## src/rtl/tx_trn_arbiter_pkg.sv

```systemverilog
// Shared TRN TX definitions: idle values for the core-facing bus and arbiter state codes.
package tx_trn_arbiter_pkg;

  localparam int TRN_D_W   = 64;
  localparam int TRN_REM_W = 8;

  localparam logic [TRN_D_W-1:0]   TRN_TD_IDLE   = '0;
  localparam logic [TRN_REM_W-1:0] TRN_TREM_IDLE = 8'hFF;

  typedef enum logic [2:0] {
    ARB_S_OFFER = 3'b001,
    ARB_S_OWNED = 3'b010,
    ARB_S_GAP   = 3'b100
  } arb_state_e;

endpackage

```

## src/rtl/tx_trn_arbiter_if.sv

```systemverilog
// Requester-side handshake plus the shared TRN TX bus toward the PCIe core.
interface tx_trn_arbiter_if
  import tx_trn_arbiter_pkg::*;
#(
  parameter int NUM_REQ = 3
);
  logic [NUM_REQ-1:0]           driving_interface;
  logic [NUM_REQ-1:0]           my_turn;
  logic [NUM_REQ*TRN_D_W-1:0]   req_trn_td;
  logic [NUM_REQ*TRN_REM_W-1:0] req_trn_trem_n;
  logic [NUM_REQ-1:0]           req_trn_tsof_n;
  logic [NUM_REQ-1:0]           req_trn_teof_n;
  logic [NUM_REQ-1:0]           req_trn_tsrc_rdy_n;
  logic [NUM_REQ-1:0]           req_cfg_interrupt_n;

  logic [TRN_D_W-1:0]           trn_td;
  logic [TRN_REM_W-1:0]         trn_trem_n;
  logic                         trn_tsof_n;
  logic                         trn_teof_n;
  logic                         trn_tsrc_rdy_n;
  logic                         cfg_interrupt_n;

  // Arbiter side
  modport slave (
    input  driving_interface, req_trn_td, req_trn_trem_n, req_trn_tsof_n,
           req_trn_teof_n, req_trn_tsrc_rdy_n, req_cfg_interrupt_n,
    output my_turn, trn_td, trn_trem_n, trn_tsof_n, trn_teof_n,
           trn_tsrc_rdy_n, cfg_interrupt_n
  );

  // Requester engines and core side
  modport master (
    output driving_interface, req_trn_td, req_trn_trem_n, req_trn_tsof_n,
           req_trn_teof_n, req_trn_tsrc_rdy_n, req_cfg_interrupt_n,
    input  my_turn, trn_td, trn_trem_n, trn_tsof_n, trn_teof_n,
           trn_tsrc_rdy_n, cfg_interrupt_n
  );
endinterface

```

## src/rtl/tx_trn_arbiter_mux.sv

```systemverilog
// NUM_REQ-way combinational TRN TX select; drives idle values whenever nobody owns the bus.
module trn_tx_mux
  import tx_trn_arbiter_pkg::*;
#(
  parameter int NUM_REQ = 3,
  parameter int IDX_W   = 2
) (
  input  logic [IDX_W-1:0]             sel,
  input  logic                         sel_valid,
  input  logic [NUM_REQ*TRN_D_W-1:0]   req_td,
  input  logic [NUM_REQ*TRN_REM_W-1:0] req_trem_n,
  input  logic [NUM_REQ-1:0]           req_tsof_n,
  input  logic [NUM_REQ-1:0]           req_teof_n,
  input  logic [NUM_REQ-1:0]           req_tsrc_rdy_n,
  input  logic [NUM_REQ-1:0]           req_cfg_interrupt_n,
  output logic [TRN_D_W-1:0]           td,
  output logic [TRN_REM_W-1:0]         trem_n,
  output logic                         tsof_n,
  output logic                         teof_n,
  output logic                         tsrc_rdy_n,
  output logic                         cfg_interrupt_n
);

  always_comb begin
    td              = TRN_TD_IDLE;
    trem_n          = TRN_TREM_IDLE;
    tsof_n          = 1'b1;
    teof_n          = 1'b1;
    tsrc_rdy_n      = 1'b1;
    cfg_interrupt_n = 1'b1;
    // Compare against each legal index so an unused sel code can never reach past NUM_REQ
    if (sel_valid) begin
      for (int i = 0; i < NUM_REQ; i++) begin
        if (sel == IDX_W'(i)) begin
          td              = req_td[TRN_D_W*i +: TRN_D_W];
          trem_n          = req_trem_n[TRN_REM_W*i +: TRN_REM_W];
          tsof_n          = req_tsof_n[i];
          teof_n          = req_teof_n[i];
          tsrc_rdy_n      = req_tsrc_rdy_n[i];
          cfg_interrupt_n = req_cfg_interrupt_n[i];
        end
      end
    end
  end

endmodule

```

## src/rtl/tx_trn_arbiter.sv

```systemverilog
// Round-robin owner of the single PCIe TRN TX interface: turn offering, ownership tracking,
// sticky protocol/hold-timeout flags, and a zero-latency output mux.
module tx_trn_arbiter
  import tx_trn_arbiter_pkg::*;
#(
  parameter int NUM_REQ     = 3,
  parameter int IDX_W       = 2,
  parameter int TURN_WINDOW = 4,
  parameter int HOLD_MAX    = 1024
) (
  input  logic              trn_clk,
  input  logic              reset_n,
  tx_trn_arbiter_if.slave   bus,
  output logic              owner_valid,
  output logic [IDX_W-1:0]  owner_idx,
  output logic              err_protocol,
  output logic              err_hold_timeout
);

  localparam int WIN_W  = (TURN_WINDOW > 2) ? $clog2(TURN_WINDOW) : 1;
  localparam int HOLD_W = $clog2(HOLD_MAX + 1);

  arb_state_e         state_q, state_d;
  logic [IDX_W-1:0]   ptr_q, ptr_d;
  logic [IDX_W-1:0]   owner_idx_q, owner_idx_d;
  logic               owner_valid_q, owner_valid_d;
  logic [NUM_REQ-1:0] my_turn_q, my_turn_d;
  logic [WIN_W-1:0]   win_cnt_q, win_cnt_d;
  logic [HOLD_W-1:0]  hold_cnt_q, hold_cnt_d;
  logic               err_protocol_q, err_protocol_d;
  logic               err_hold_q, err_hold_d;

  logic [NUM_REQ-1:0] drv, ptr_oh, owner_oh;

  function automatic logic [NUM_REQ-1:0] idx_onehot(input logic [IDX_W-1:0] idx);
    idx_onehot = {{(NUM_REQ-1){1'b0}}, 1'b1} << idx;
  endfunction

  function automatic logic [IDX_W-1:0] next_idx(input logic [IDX_W-1:0] idx);
    next_idx = (idx == IDX_W'(NUM_REQ - 1)) ? '0 : idx + 1'b1;
  endfunction

  assign drv      = bus.driving_interface;
  assign ptr_oh   = idx_onehot(ptr_q);
  assign owner_oh = idx_onehot(owner_idx_q);

  always_comb begin
    state_d        = state_q;
    ptr_d          = ptr_q;
    owner_idx_d    = owner_idx_q;
    owner_valid_d  = owner_valid_q;
    win_cnt_d      = win_cnt_q;
    hold_cnt_d     = hold_cnt_q;
    err_protocol_d = err_protocol_q;
    err_hold_d     = err_hold_q;
    my_turn_d      = '0;
    unique case (state_q)
      ARB_S_OFFER: begin
        if ((drv & ~ptr_oh) != '0) err_protocol_d = 1'b1;
        // A claim beats window expiry in the same cycle
        if ((drv & ptr_oh) != '0) begin
          owner_idx_d   = ptr_q;
          owner_valid_d = 1'b1;
          win_cnt_d     = '0;
          hold_cnt_d    = '0;
          state_d       = ARB_S_OWNED;
        end else if (my_turn_q != '0) begin
          // The window only runs while the offer is visible (not in the first cycle out of reset)
          if (win_cnt_q == WIN_W'(TURN_WINDOW - 1)) begin
            ptr_d     = next_idx(ptr_q);
            win_cnt_d = '0;
            state_d   = ARB_S_GAP;
          end else begin
            win_cnt_d = win_cnt_q + 1'b1;
          end
        end
      end
      ARB_S_OWNED: begin
        if ((drv & ~owner_oh) != '0) err_protocol_d = 1'b1;
        if (hold_cnt_q == HOLD_W'(HOLD_MAX)) err_hold_d = 1'b1;
        if ((drv & owner_oh) == '0) begin
          owner_valid_d = 1'b0;
          ptr_d         = next_idx(owner_idx_q);
          hold_cnt_d    = '0;
          state_d       = ARB_S_GAP;
        end else if (hold_cnt_q != HOLD_W'(HOLD_MAX)) begin
          hold_cnt_d = hold_cnt_q + 1'b1;
        end
      end
      ARB_S_GAP: begin
        if (drv != '0) err_protocol_d = 1'b1;
        state_d = ARB_S_OFFER;
      end
      default: begin
        owner_valid_d = 1'b0;
        state_d       = ARB_S_OFFER;
      end
    endcase
    if (state_d == ARB_S_OFFER) my_turn_d = idx_onehot(ptr_d);
  end

  always_ff @(posedge trn_clk or negedge reset_n) begin
    if (!reset_n) begin
      state_q        <= ARB_S_OFFER;
      ptr_q          <= '0;
      owner_idx_q    <= '0;
      owner_valid_q  <= 1'b0;
      my_turn_q      <= '0;
      win_cnt_q      <= '0;
      hold_cnt_q     <= '0;
      err_protocol_q <= 1'b0;
      err_hold_q     <= 1'b0;
    end else begin
      state_q        <= state_d;
      ptr_q          <= ptr_d;
      owner_idx_q    <= owner_idx_d;
      owner_valid_q  <= owner_valid_d;
      my_turn_q      <= my_turn_d;
      win_cnt_q      <= win_cnt_d;
      hold_cnt_q     <= hold_cnt_d;
      err_protocol_q <= err_protocol_d;
      err_hold_q     <= err_hold_d;
    end
  end

  assign bus.my_turn       = my_turn_q;
  assign owner_valid       = owner_valid_q;
  assign owner_idx         = owner_idx_q;
  assign err_protocol      = err_protocol_q;
  assign err_hold_timeout  = err_hold_q;

  trn_tx_mux #(
    .NUM_REQ (NUM_REQ),
    .IDX_W   (IDX_W)
  ) u_mux (
    .sel                 (owner_idx_q),
    .sel_valid           (owner_valid_q),
    .req_td              (bus.req_trn_td),
    .req_trem_n          (bus.req_trn_trem_n),
    .req_tsof_n          (bus.req_trn_tsof_n),
    .req_teof_n          (bus.req_trn_teof_n),
    .req_tsrc_rdy_n      (bus.req_trn_tsrc_rdy_n),
    .req_cfg_interrupt_n (bus.req_cfg_interrupt_n),
    .td                  (bus.trn_td),
    .trem_n              (bus.trn_trem_n),
    .tsof_n              (bus.trn_tsof_n),
    .teof_n              (bus.trn_teof_n),
    .tsrc_rdy_n          (bus.trn_tsrc_rdy_n),
    .cfg_interrupt_n     (bus.cfg_interrupt_n)
  );

endmodule

```

## src/flat_wrapper.sv

```systemverilog
// flat-port wrapper written by rule: the top's interface ports become plain ports
module tx_trn_arbiter_flat import tx_trn_arbiter_pkg::*;
#(
  parameter int NUM_REQ     = 3,
  parameter int IDX_W       = 2,
  parameter int TURN_WINDOW = 4,
  parameter int HOLD_MAX    = 1024
)
  (trn_clk, reset_n, owner_valid, owner_idx, err_protocol, err_hold_timeout, bus_driving_interface, bus_req_trn_td, bus_req_trn_trem_n, bus_req_trn_tsof_n, bus_req_trn_teof_n, bus_req_trn_tsrc_rdy_n, bus_req_cfg_interrupt_n, bus_my_turn, bus_trn_td, bus_trn_trem_n, bus_trn_tsof_n, bus_trn_teof_n, bus_trn_tsrc_rdy_n, bus_cfg_interrupt_n);
  tx_trn_arbiter_if #(.NUM_REQ(NUM_REQ)) bus_i ();
  input  logic trn_clk;
  input  logic reset_n;
  output logic owner_valid;
  output logic [IDX_W-1:0] owner_idx;
  output logic err_protocol;
  output logic err_hold_timeout;
  input wire logic [$bits(bus_i.driving_interface)-1:0] bus_driving_interface;
  input wire logic [$bits(bus_i.req_trn_td)-1:0] bus_req_trn_td;
  input wire logic [$bits(bus_i.req_trn_trem_n)-1:0] bus_req_trn_trem_n;
  input wire logic [$bits(bus_i.req_trn_tsof_n)-1:0] bus_req_trn_tsof_n;
  input wire logic [$bits(bus_i.req_trn_teof_n)-1:0] bus_req_trn_teof_n;
  input wire logic [$bits(bus_i.req_trn_tsrc_rdy_n)-1:0] bus_req_trn_tsrc_rdy_n;
  input wire logic [$bits(bus_i.req_cfg_interrupt_n)-1:0] bus_req_cfg_interrupt_n;
  output wire logic [$bits(bus_i.my_turn)-1:0] bus_my_turn;
  output wire logic [$bits(bus_i.trn_td)-1:0] bus_trn_td;
  output wire logic [$bits(bus_i.trn_trem_n)-1:0] bus_trn_trem_n;
  output wire logic [$bits(bus_i.trn_tsof_n)-1:0] bus_trn_tsof_n;
  output wire logic [$bits(bus_i.trn_teof_n)-1:0] bus_trn_teof_n;
  output wire logic [$bits(bus_i.trn_tsrc_rdy_n)-1:0] bus_trn_tsrc_rdy_n;
  output wire logic [$bits(bus_i.cfg_interrupt_n)-1:0] bus_cfg_interrupt_n;
  assign bus_i.driving_interface = bus_driving_interface;
  assign bus_i.req_trn_td = bus_req_trn_td;
  assign bus_i.req_trn_trem_n = bus_req_trn_trem_n;
  assign bus_i.req_trn_tsof_n = bus_req_trn_tsof_n;
  assign bus_i.req_trn_teof_n = bus_req_trn_teof_n;
  assign bus_i.req_trn_tsrc_rdy_n = bus_req_trn_tsrc_rdy_n;
  assign bus_i.req_cfg_interrupt_n = bus_req_cfg_interrupt_n;
  assign bus_my_turn = bus_i.my_turn;
  assign bus_trn_td = bus_i.trn_td;
  assign bus_trn_trem_n = bus_i.trn_trem_n;
  assign bus_trn_tsof_n = bus_i.trn_tsof_n;
  assign bus_trn_teof_n = bus_i.trn_teof_n;
  assign bus_trn_tsrc_rdy_n = bus_i.trn_tsrc_rdy_n;
  assign bus_cfg_interrupt_n = bus_i.cfg_interrupt_n;
  tx_trn_arbiter #(.NUM_REQ(NUM_REQ), .IDX_W(IDX_W), .TURN_WINDOW(TURN_WINDOW), .HOLD_MAX(HOLD_MAX)) u_core (.trn_clk(trn_clk), .reset_n(reset_n), .bus(bus_i), .owner_valid(owner_valid), .owner_idx(owner_idx), .err_protocol(err_protocol), .err_hold_timeout(err_hold_timeout));
endmodule
```

## config.mk

```make
export PLATFORM = sky130hd
export DESIGN_NAME = tx_trn_arbiter_flat
export DESIGN_NICKNAME = d
export VERILOG_FILES = /design/src/rtl/tx_trn_arbiter_pkg.sv /design/src/rtl/tx_trn_arbiter_if.sv /design/src/rtl/tx_trn_arbiter_mux.sv /design/src/rtl/tx_trn_arbiter.sv /design/src/flat_wrapper.sv
export SDC_FILE = /design/constraint.sdc
export NUM_CORES = 1
export LEC_CHECK = 0
export CAP_MARGIN = 25
export CORE_AREA = 4 4 121 123
export CTS_BUF_LIST = sky130_fd_sc_hd__clkbuf_8
export DETAILED_ROUTE_END_ITERATION = 6
export DIE_AREA = 0 0 125 127
export PLACE_DENSITY = 0.75
export SLEW_MARGIN = 0
export SYNTH_ARGS = -nofsm -noshare
export SYNTH_HDL_FRONTEND = slang
export SYNTH_SLANG_ARGS = --single-unit
```

## constraint.sdc

```tcl
create_clock -name trn_clk -period 4.51 [get_ports trn_clk]
set_input_delay 0.6765 -clock trn_clk [delete_from_list [all_inputs] [get_ports trn_clk]]
set_output_delay 0.6765 -clock trn_clk [all_outputs]
set_load 0.01 [all_outputs]
```

# ---- After elaboration in Yosys (flattened, before gate mapping)
# Cells that the tools add are included.
dict set report totals {
  wordCells 106
  latchBits 0
  reg_bits 26
  rom_bits 0
  mem_count 0
  in_bits 233
  ram_bits 0
  out_inout_bits 84
}
dict set report op_classes {
  n_reduce_logical 16
  eq_ne 16
  n_bitwise 7
  multipliers 0
  mux 51
  div 0
  order_cmp 0
  shift 3
  add_sub_neg 4
}
# operator count
set op_table {}
lappend op_table {{64-bit two-way mux} 4}
lappend op_table {{11-bit two-way mux} 3}
lappend op_table {{8-bit two-way mux} 4}
lappend op_table {{11-bit case mux with 2 select lines} 1}
lappend op_table {{1-bit two-way mux} 21}
lappend op_table {{2-bit two-way mux} 9}
lappend op_table {{3-bit nonzero test} 6}
lappend op_table {{3-bit two-way mux} 5}
lappend op_table {{3-bit AND} 4}
lappend op_table {{11-bit by 1-bit adder with 11-bit output, second input constant} 1}
lappend op_table {{11-bit equality test, second input constant} 1}
lappend op_table {{11-bit != test, second input constant} 1}
lappend op_table {{2-bit by 1-bit != test with 1-bit output, second input constant} 5}
lappend op_table {{1-bit by 2-bit left shift with 3-bit output, first input constant} 3}
lappend op_table {{2-bit by 1-bit adder with 2-bit output, second input constant} 3}
lappend op_table {{2-bit equality test, second input constant} 3}
lappend op_table {{3-bit by 1-bit equality test with 1-bit output, second input constant} 2}
lappend op_table {{3-bit inverter} 2}
lappend op_table {{1-bit case mux with 3 select lines} 2}
lappend op_table {{3-bit case mux with 2 select lines} 1}
lappend op_table {{2-bit AND reduction} 3}
lappend op_table {{3-bit AND reduction} 2}
lappend op_table {{2-bit case mux with 2 select lines} 1}
lappend op_table {{4-bit AND reduction} 1}
lappend op_table {{8 further kinds} 9}

# ---- Logic depth before layout (Yosys ltp)
# Gate-level depths: netlist of the first run.
dict set report logic_depth {
  ltp_word 8
  depth_mapped 7
  depth_no_buf 7
}

# ---- Hierarchy
# From an unflattened synthesis of the first run, not the netlist that was laid out.
dict set report unflattened {
  hier_cells 499
  hier_area_um2 3938.8
}
# module seq_area_each_um2 instances cells_per_inst area_per_inst_um2
set by_module_without_submodules {}
lappend by_module_without_submodules {trn_tx_mux 0.0 1 334 2364.8}
lappend by_module_without_submodules {tx_trn_arbiter 651.9 1 165 1574.0}

# ---- Least setup slack after synthesis of the first run
# OpenSTA, ideal clock, no wires.
dict set report synth_timing {
  path_type {reg-to-output}
  startpoint {reg u_core.owner_idx_q[0], in the netlist u_core.owner_idx[0]}
  endpoint {out bus_trn_td[56]}
  path_buffers 3
  slack_ns 2.058
  arrival_time_ns 1.776
  stages_incl_launch_ff 7
  t_required_ns 3.833
  path_cell_list {dfrtp_1 clkbuf_1 clkbuf_1 buf_2 mux2i_1 o21ai_0 and2_1}
}
dict set report synth_between {
  elab_chain_len 5
  elab_cells_between_ends 7
  cone_classes {2 x eq/ne; 4 x mux; 1 x reduce/logical}
}
# item line_no
set synth_lines {}
lappend synth_lines {{from (decl)} tx_trn_arbiter.sv:25} ;# logic [IDX_W-1:0] owner_idx_q, owner_idx_d;
lappend synth_lines {{from (signal assigned)} tx_trn_arbiter.sv:116} ;# owner_idx_q <= owner_idx_d;
lappend synth_lines {{2-bit logical NOT} tx_trn_arbiter_mux.sv:34} ;# if (sel == IDX_W'(i)) begin
lappend synth_lines {{64-bit two-way mux (2 in series)} tx_trn_arbiter_mux.sv:34}
lappend synth_lines {{64-bit two-way mux *} tx_trn_arbiter_mux.sv:34}
lappend synth_lines {{64-bit two-way mux *} tx_trn_arbiter_mux.sv:32} ;# if (sel_valid) begin
lappend synth_lines {{to (decl)} flat_wrapper.sv:25} ;# output wire logic [$bits(bus_i.trn_td)-1:0] bus_trn_td;
# Every way passes the cells marked *; elsewhere a longest branch is shown, timed or not.

# ---- Worst setup path after layout of the first run
dict set report layout_timing {
  startpoint {reg u_core.owner_idx_q[1], in the netlist u_core.owner_idx[1]}
  endpoint {out bus_trn_td[63]}
}
# Same word-level chain as after synthesis.

==> results of run 1 <==
==> critical path, delay by kind of cell, from the launching register on <==
family | cells | cell delay [ns]
compound gates | 1 | 0.33
simple gates | 1 | 0.25
flops | 1 | 0.76
buf+inv | 2 | 1.01
==> layer usage <==
layer	share of wire, %	GRT usage (%)	vias up
li1	-	-	2270
met2	48	34.64	195
met3	8.0	5.811	18
met4	1.6	2.870	0
met1	42	24.69	2117
met5	0	0	-
==> flip-flops by register name, summed over array words and instances (netlist names) <==
signal and flops:
u_core.hold_cnt_q 11, u_core.bus.my_turn 3, u_core.state_q 3, u_core.owner_idx 2, u_core.ptr_q 2, u_core.win_cnt_q 2, u_core.err_hold_timeout 1, u_core.err_protocol 1
u_core.owner_valid 1
==> synth_stat cells, drive strengths merged, types with 2 or more instances <==
cell type	instances
or2	2
buf	5
clkbuf	33
o31ai	4
ha	3
a21oi	6
nand4	3
o21ai	73
or3	3
inv	9
mux2i	66
mux2	14
and2	65
nand3b	2
nand2b	3
or4	5
nor4	2
o22ai	13
a31oi	4
nor2	10
a22o	4
nand3	7
nor2b	5
nor3b	2
xor2	6
and3	4
nand2	88
dfrtp	25
==> logic make-up (layout without fill, tap and decap cells) <==
kind of cell | Yosys count | count (layout) | synth area share (%)
XOR/XNOR | 6 | 6 | 1.505
AND/OR/NAND/NOR | 206 | 206 | 30.57
AO/OA/AOI/OAI | 116 | 116 | 19.64
buffers and inverters | 47 | 335 | 5.089
flip-flops | 26 | 26 | 18.67
adder cells (fa/ha/maj) | 3 | 3 | 1.075
multiplexers | 80 | 80 | 23.44
==> power by group through the flow <==
stage                     Clock (mW)  Sequential [mW]  Combinational [mW]
after floorplan                    0            0.330               0.912
after global placement             0            0.469                1.66
after detailed placement           0            0.433                1.71
after CTS                      0.200            0.427                1.73
after global routing           0.208            0.443                1.85
final                          0.195            0.424                1.71
==> worst max path at each step <==
stage | end | from | slack, ns | cells past startpoint
4_1_cts | bus_trn_trem_n[6] | u_core.owner_idx[0] | 1.15 | 4
5_1_grt | bus_trn_trem_n[5] | u_core.owner_idx[0] | 1.0 | 4
6_report | bus_trn_td[63] | u_core.owner_idx[1] | 1.17 | 4
3_5_place_dp | bus_trn_trem_n[6] | u_core.owner_idx[0] | 1.46 | 4
2_1_floorplan | bus_trn_td[56] | u_core.owner_idx[0] | 2.06 | 6
3_3_place_gp | bus_trn_td[63] | bus_req_trn_td[127] | 1.40 | 5
==> layout make-up <==
type | instances | area [um2]
fillers | 1334 | 6763
repair buffers | 322 | 3246
multi-input cells | 411 | 2669
flip-flops and latches | 26 | 658.1
well taps | 180 | 225.2
clock buffers | 3 | 41.29
inverters | 9 | 33.78
clock inverters | 1 | 30.03
==> parameters.txt, run 1 <==
Parameter                              Value

Outcome
  Run status ... finished clean

Drt
  DRC errors left ... 0
  Via count ... 4600
  Count of antenna-violating nets left after detailed routing ... 0
  Detailed Route WL ... 17250 um
  Initial DRC Count ... roughly 220
  Avg WL per Cell ... between 15 and 20 um
  Vias per Instance ... approximately 4.8
  Drt first pass iters ... 5

STA
  Max_slew headroom ... about 54%
  Unrepaired setup endpoints after global routing ... false
  Final worst setup slack ... ~1.2 ns
  Final worst hold slack ... 0.4843 ns
  Top achievable clock speed ... 299.5 MHz
  Worst-margin pin slew ... 0.6941 ns
  Setup skew after layout ... 0.01306 ns
  Count of final hold-check violations ... 0
  Final period demand of the worst path ... 3.339 ns
  Final period utilization ... between 70% and 80%
  Number of slew-limit violations in the final report ... 0
  Final count of negative-setup-slack endpoints ... 0
  Sum Neg Setup Slack ... 0 ns

Job
  Maximum capacitance violations ... 0

Power
  Total power density per cell area ... 338.0 nW/um2
  Share of total power in the clock network ... 8.3%
  Fraction of power consumed by combinational cells ... 73.5%
  VDD IR-drop max ... 0.3481 mV
  Switching power as a share of total power ... between 40% and 50%
  Switching power total ... 972.6 uW
  Leakage power ... roughly 2.5 nW
  Part of the total power dissipated in sequential elements ... 18.2%
  Total chip power ... 2.333 mW
  Design internal power ... 1.360 mW

Global routing
  Total global routing overflow ... 0
  Largest net degree at the start of global routing ... 65
  Number of global-route vias before repair ... 4558
  Total routing usage reported by global routing ... 19.76%
  Number of antenna violations at the first check in global routing ... 0
  First-pass GRT wire length ... 25610 um

Critical path
  Critical Path AT ... 2.66 ns
  CP Class ... reg -> out
  Cell with the biggest individual delay on the critical path ... sky130_fd_sc_hd__dfrtp_2
  Crit path largest cell delay ... ~0.76 ns
  Crit path launch type ... flip-flop
  Endpoint type of the worst setup path ... primary output
  Reg2reg end ... u_core.hold_cnt_q[10]
  Setup slack of the worst register-to-register path ... 1.70 ns
  Beginning of the worst register-to-register path ... u_core.owner_idx[0]
  Data required, critical path ... 3.83 ns
  Top fanout value on the critical path ... 50
  Cells traversed along the worst timing path ... buf_4 -> o21ai_0 -> and2_1 -> clkdlybuf4s50_1
  Cells on worst reg2reg path ... 6

Final layout
  Post-route insts no fill ... around 950
  Number of inserted diodes ... 0
  Share of layout cells above drive strength 1 ... around 4.5%
  Utilization after layout ... 50.51%
  Commonest non-fill, non-tap cell in the layout ... sky130_fd_sc_hd__clkdlybuf4s50_1
  Area growth syn-to-layout ... 97.74%
  Commonest non-fill, non-tap cells in the layout ... 316 x sky130_fd_sc_hd__clkdlybuf4s50_1, 88 x sky130_fd_sc_hd__nand2_1, 71 x sky130_fd_sc_hd__o21ai_0
  Area of all placed cells without fillers ... 6903 um2
  Post-layout nets ... approximately 1000

Clocking
  Maximum buffer depth of the clock tree ... 2
  Clock-pin transition on the worst setup and hold timing paths ... about 0.1 ns
  Count of clock tree sinks ... 26
  Post-CTS setup-driven buffer insertion count ... 0
  Hold-fix buffers at CTS ... 0
  Clock tree from TritonCTS ... built
  Depth of the CTS H-tree ... 1
  Post-CTS Resized ... 0
  CTS buffer count ... 3
  Clock Tree Root ... sky130_fd_sc_hd__clkbuf_8
  Latest clock arrival within the worst-skew pair ... 0.28 ns

Place
  Number of input and output port buffers inserted ... 316
  Final weighted congestion of routability-driven global placement ... 0.9186
  Placed Instance Area ... 6832 um2
  Post-Place Cells ... between 900 and 1000
  Half-perimeter wire length after placement ... 13810 um
  Place WS ... 1.457 ns

Synthesis
  Prevailing post-synth register cell ... sky130_fd_sc_hd__dfrtp_1
  Share of Yosys cell area claimed by the top area cell type ... 18.92%
  Library cell with the largest summed area after synthesis ... sky130_fd_sc_hd__mux2i_1
  Sequential cell area fraction in the yosys report ... a little under a fifth
  Synth cell types ... 52
  Synth warnings ... 0
  Total standard cell area after synthesis ... 3491 um2
  Average cell area after synthesis ... 7.212 um2
  Number of register bits inferred by synthesis ... 26
  Gate count after technology mapping ... 484
  Post-synth EDFFs ... 0
  Total nets after synthesis ... 720
  Async SR Flop Fraction ... 100.0%
  Synth area leaders ... sky130_fd_sc_hd__mux2i_1 19%, sky130_fd_sc_hd__dfrtp_1 18%, sky130_fd_sc_hd__and2_1 12%

Min path
  Hold path startpoint ... u_core.err_hold_timeout
  Hold Crit Depth ... 1
  Min-Delay Endpoint ... u_core.err_hold_timeout
  Tightest Hold Check Type ... reg -> reg

Die
  Standard-cell rows ... 43
  Die Wd ... between 100 and 150 um
  Count of pins on the block boundary ... ~320
  Area of the core ... 13670 um2
  Overall die area ... roughly 16000 um2
  Die extent in y ... 127 um
  Initial core utilization ... approximately 26%
Note: power is estimated with default switching activity, not from simulation.
==> run 2, diff against run 1 <==
- CORE_AREA: 4 4 121 123 -> 4 4 120 122
- DIE_AREA: 0 0 125 127 -> 0 0 124 126
- PLACE_DENSITY: 0.75 -> 0.76
- clock period: 4.51 -> 3.2 ns (I/O delays scaled with it)
==> run 2 against run 1 <==
Against the previous run: core utilization grew 2.0 points; clock power rose by 11%; routed wire length is 1.7% higher; largest cell class unchanged; largest power group unchanged.
==> parameters.txt, run 2 (synthesis results as in run 1) <==
Parameter                              Value

Outcome
  Run status ... finished clean

Place
  Half-perimeter wire length after placement ... 14110 um (+2.2%)
  Final weighted congestion of routability-driven global placement ... 0.8463 (-7.9%)
  Placed Instance Area ... 6877 um2 (+0.66%)
  Number of input and output port buffers inserted ... 316 (unchanged)
  Post-Place Cells ... 949 (+0.11%)
  Place WS ... 0.6189 ns (-0.8386 ns)

Clocking
  Maximum buffer depth of the clock tree ... 2 (unchanged)
  Hold-fix buffers at CTS ... 0 (unchanged)
  Post-CTS Resized ... 0 (unchanged)
  Count of clock tree sinks ... 26 (unchanged)
  Post-CTS setup-driven buffer insertion count ... 0 (unchanged)
  Clock tree from TritonCTS ... built
  Clock Tree Root ... sky130_fd_sc_hd__clkbuf_8
  Clock-pin transition on the worst setup and hold timing paths ... 0.09 ns (about the same)
  Depth of the CTS H-tree ... 1 (unchanged)
  CTS buffer count ... 3 (unchanged)
  Latest clock arrival within the worst-skew pair ... 0.28 ns (about the same)

STA
  Top achievable clock speed ... ~350 MHz
  Max_slew headroom ... 38.19% (-16 points)
  Final period demand of the worst path ... 2.881 ns
  Final worst setup slack ... 0.3192 ns (-0.8517 ns)
  Setup skew after layout ... 0.008198 ns (-0.004859 ns)
  Number of slew-limit violations in the final report ... 0 (unchanged)
  Worst-margin pin slew ... 0.9243 ns (+0.2302 ns)
  Sum Neg Setup Slack ... 0 ns (unchanged)
  Count of final hold-check violations ... 0 (unchanged)
  Unrepaired setup endpoints after global routing ... false
  Final period utilization ... 90.02%
  Final count of negative-setup-slack endpoints ... 0 (unchanged)

Drt
  DRC errors left ... 0 (unchanged)
  Via count ... 4532 (-1.5%)
  M1 WL ... 7240 um (-0.51%)
  Detailed Route WL ... 17540 um (+1.7%)
  Count of antenna-violating nets left after detailed routing ... 0 (unchanged)
  Avg WL per Cell ... 18.40 um (+1.6%)
  Vias per Instance ... 4.756 (-1.6%)
  Initial DRC Count ... 257 (+16%)
  Drt first pass iters ... 5 (unchanged)
  Highest routed layer ... met4
  Met3 routed wirelength ... 1792 um (+30%)
  Met2 routed wirelength ... 8333 um (+0.30%)

Die
  Count of pins on the block boundary ... 317 (unchanged)
  Area of the core ... 13190 um2 (-3.5%)
  Standard-cell rows ... 42 (-2.3%)
  Die extent in y ... 126 um (-0.79%)
  Die Wd ... 124 um (-0.80%)
  Overall die area ... 15620 um2 (-1.6%)
  Initial core utilization ... 26.47% (+0.92 points)

Final layout
  Commonest non-fill, non-tap cells in the layout ... 316 x sky130_fd_sc_hd__clkdlybuf4s50_1, 88 x sky130_fd_sc_hd__nand2_1, 71 x sky130_fd_sc_hd__o21ai_0
  Share of layout cells above drive strength 1 ... 5.148% (+0.61 points)
  Commonest non-fill, non-tap cell in the layout ... sky130_fd_sc_hd__clkdlybuf4s50_1
  Post-route insts no fill ... 953 (+0.11%)
  Area of all placed cells without fillers ... 6932 um2 (+0.42%)
  Area growth syn-to-layout ... 98.57%
  Number of inserted diodes ... 0 (unchanged)
  Biggest register ... u_core.hold_cnt_q
  Max reg flops ... 11 (unchanged)
  Post-layout nets ... 1014 (+0.50%)

Power
  Total power density per cell area ... 468.4 nW/um2 (+39%)
  Share of total power in the clock network ... 6.7% (-1.6 points)
  Leakage power ... 2.493 nW (+0.91%)
  Design internal power ... 1.888 mW (+39%)
  Part of the total power dissipated in sequential elements ... 16.5% (-1.7 points)
  Fraction of power consumed by combinational cells ... 76.8% (+3.3 points)
  VDD IR-drop max ... 0.3239 mV (-7.0%)
  Switching power total ... 1.358 mW (+40%)
  Switching power as a share of total power ... 41.84% (+0.15 points)
  Total chip power ... 3.247 mW (+39%)

Critical path
  Crit path launch type ... flip-flop
  CP Class ... reg -> out
  Worst path buffer plus inverter count ... 1 (-1)
  Cell with the biggest individual delay on the critical path ... sky130_fd_sc_hd__dfrtp_4
  Critical Path AT ... 2.40 ns (-0.26 ns)
  Crit path largest cell delay ... 0.69 ns (-0.07 ns)
  Top fanout value on the critical path ... 29 (-42%)
  Cells traversed along the worst timing path ... nand2b_1 -> o22ai_1 -> nand2_1 -> clkdlybuf4s50_1
  Endpoint type of the worst setup path ... primary output
  CP delay by family, top ... flip-flops
  Data required, critical path ... 2.72 ns (-1.11 ns)
  Setup slack of the worst register-to-register path ... 0.72 ns (-0.98 ns)

Global routing
  Total routing usage reported by global routing ... 20.42% (+0.66 points)
  Number of antenna violations at the first check in global routing ... 0 (unchanged)
  Number of global-route vias before repair ... 4509 (-1.1%)
  Total global routing overflow ... 0 (unchanged)
  Largest net degree at the start of global routing ... 71 (+9.2%)
  First-pass GRT wire length ... 25370 um (-0.94%)

Job
  Maximum capacitance violations ... 0 (unchanged)

Min path
  Tightest Hold Check Type ... reg -> reg
run 2: cell types whose count changed in the layout (fill, tap and decap cells not counted), sizes merged:
cell	delta
buf	+5
bufinv	-1
clkbuf	+1
run 2: power groups by stage:
stage / combinational [mW] / sequential (mW) / clock (mW)
after floorplan: 1.29 / 0.466 / 0
after global placement: 2.49 / 0.541 / 0
after detailed placement: 2.50 / 0.544 / 0
after CTS: 2.52 / 0.538 / 0.223
after global routing: 2.69 / 0.552 / 0.235
final: 2.49 / 0.537 / 0.217
run 2: metrics by stage:
step	hold WS [ns]	utilization, %
after floorplan	0.1844	-
after global placement	0.4517	52.13
after detailed placement	0.4559	52.13
after CTS	0.4792	52.55
after global routing	0.5150	52.55
final	0.4793	52.55
run 2: final cells by class:
cell class / instances / area (um2)
fillers: 1244 / 6259
repair buffers: 327 / 3296
multi-input cells: 411 / 2669
flip-flops and latches: 26 / 658.1
well taps: 176 / 220.2
clock buffers: 4 / 55.05
inverters: 9 / 33.78
run 2: worst paths after layout:
check                      cells past startpoint                     from                 endpoint
setup / recovery                               4      u_core.owner_idx[0]        bus_trn_trem_n[6]
hold / removal                                 1  u_core.err_hold_timeout  u_core.err_hold_timeout
setup reg to reg                               7      u_core.owner_idx[0]    u_core.hold_cnt_q[10]
hold reg to reg                                1  u_core.err_hold_timeout  u_core.err_hold_timeout
max in group asynchronous                      1                  reset_n      u_core.owner_idx[0]
min in group asynchronous                      1                  reset_n      u_core.owner_idx[1]
run 2: metal layers:
layer	vias to the layer above	track usage, %
li1	2282	-
met1	2050	26.64
met2	188	35.13
met3	12	5.022
met4	0	2.191
met5	-	0
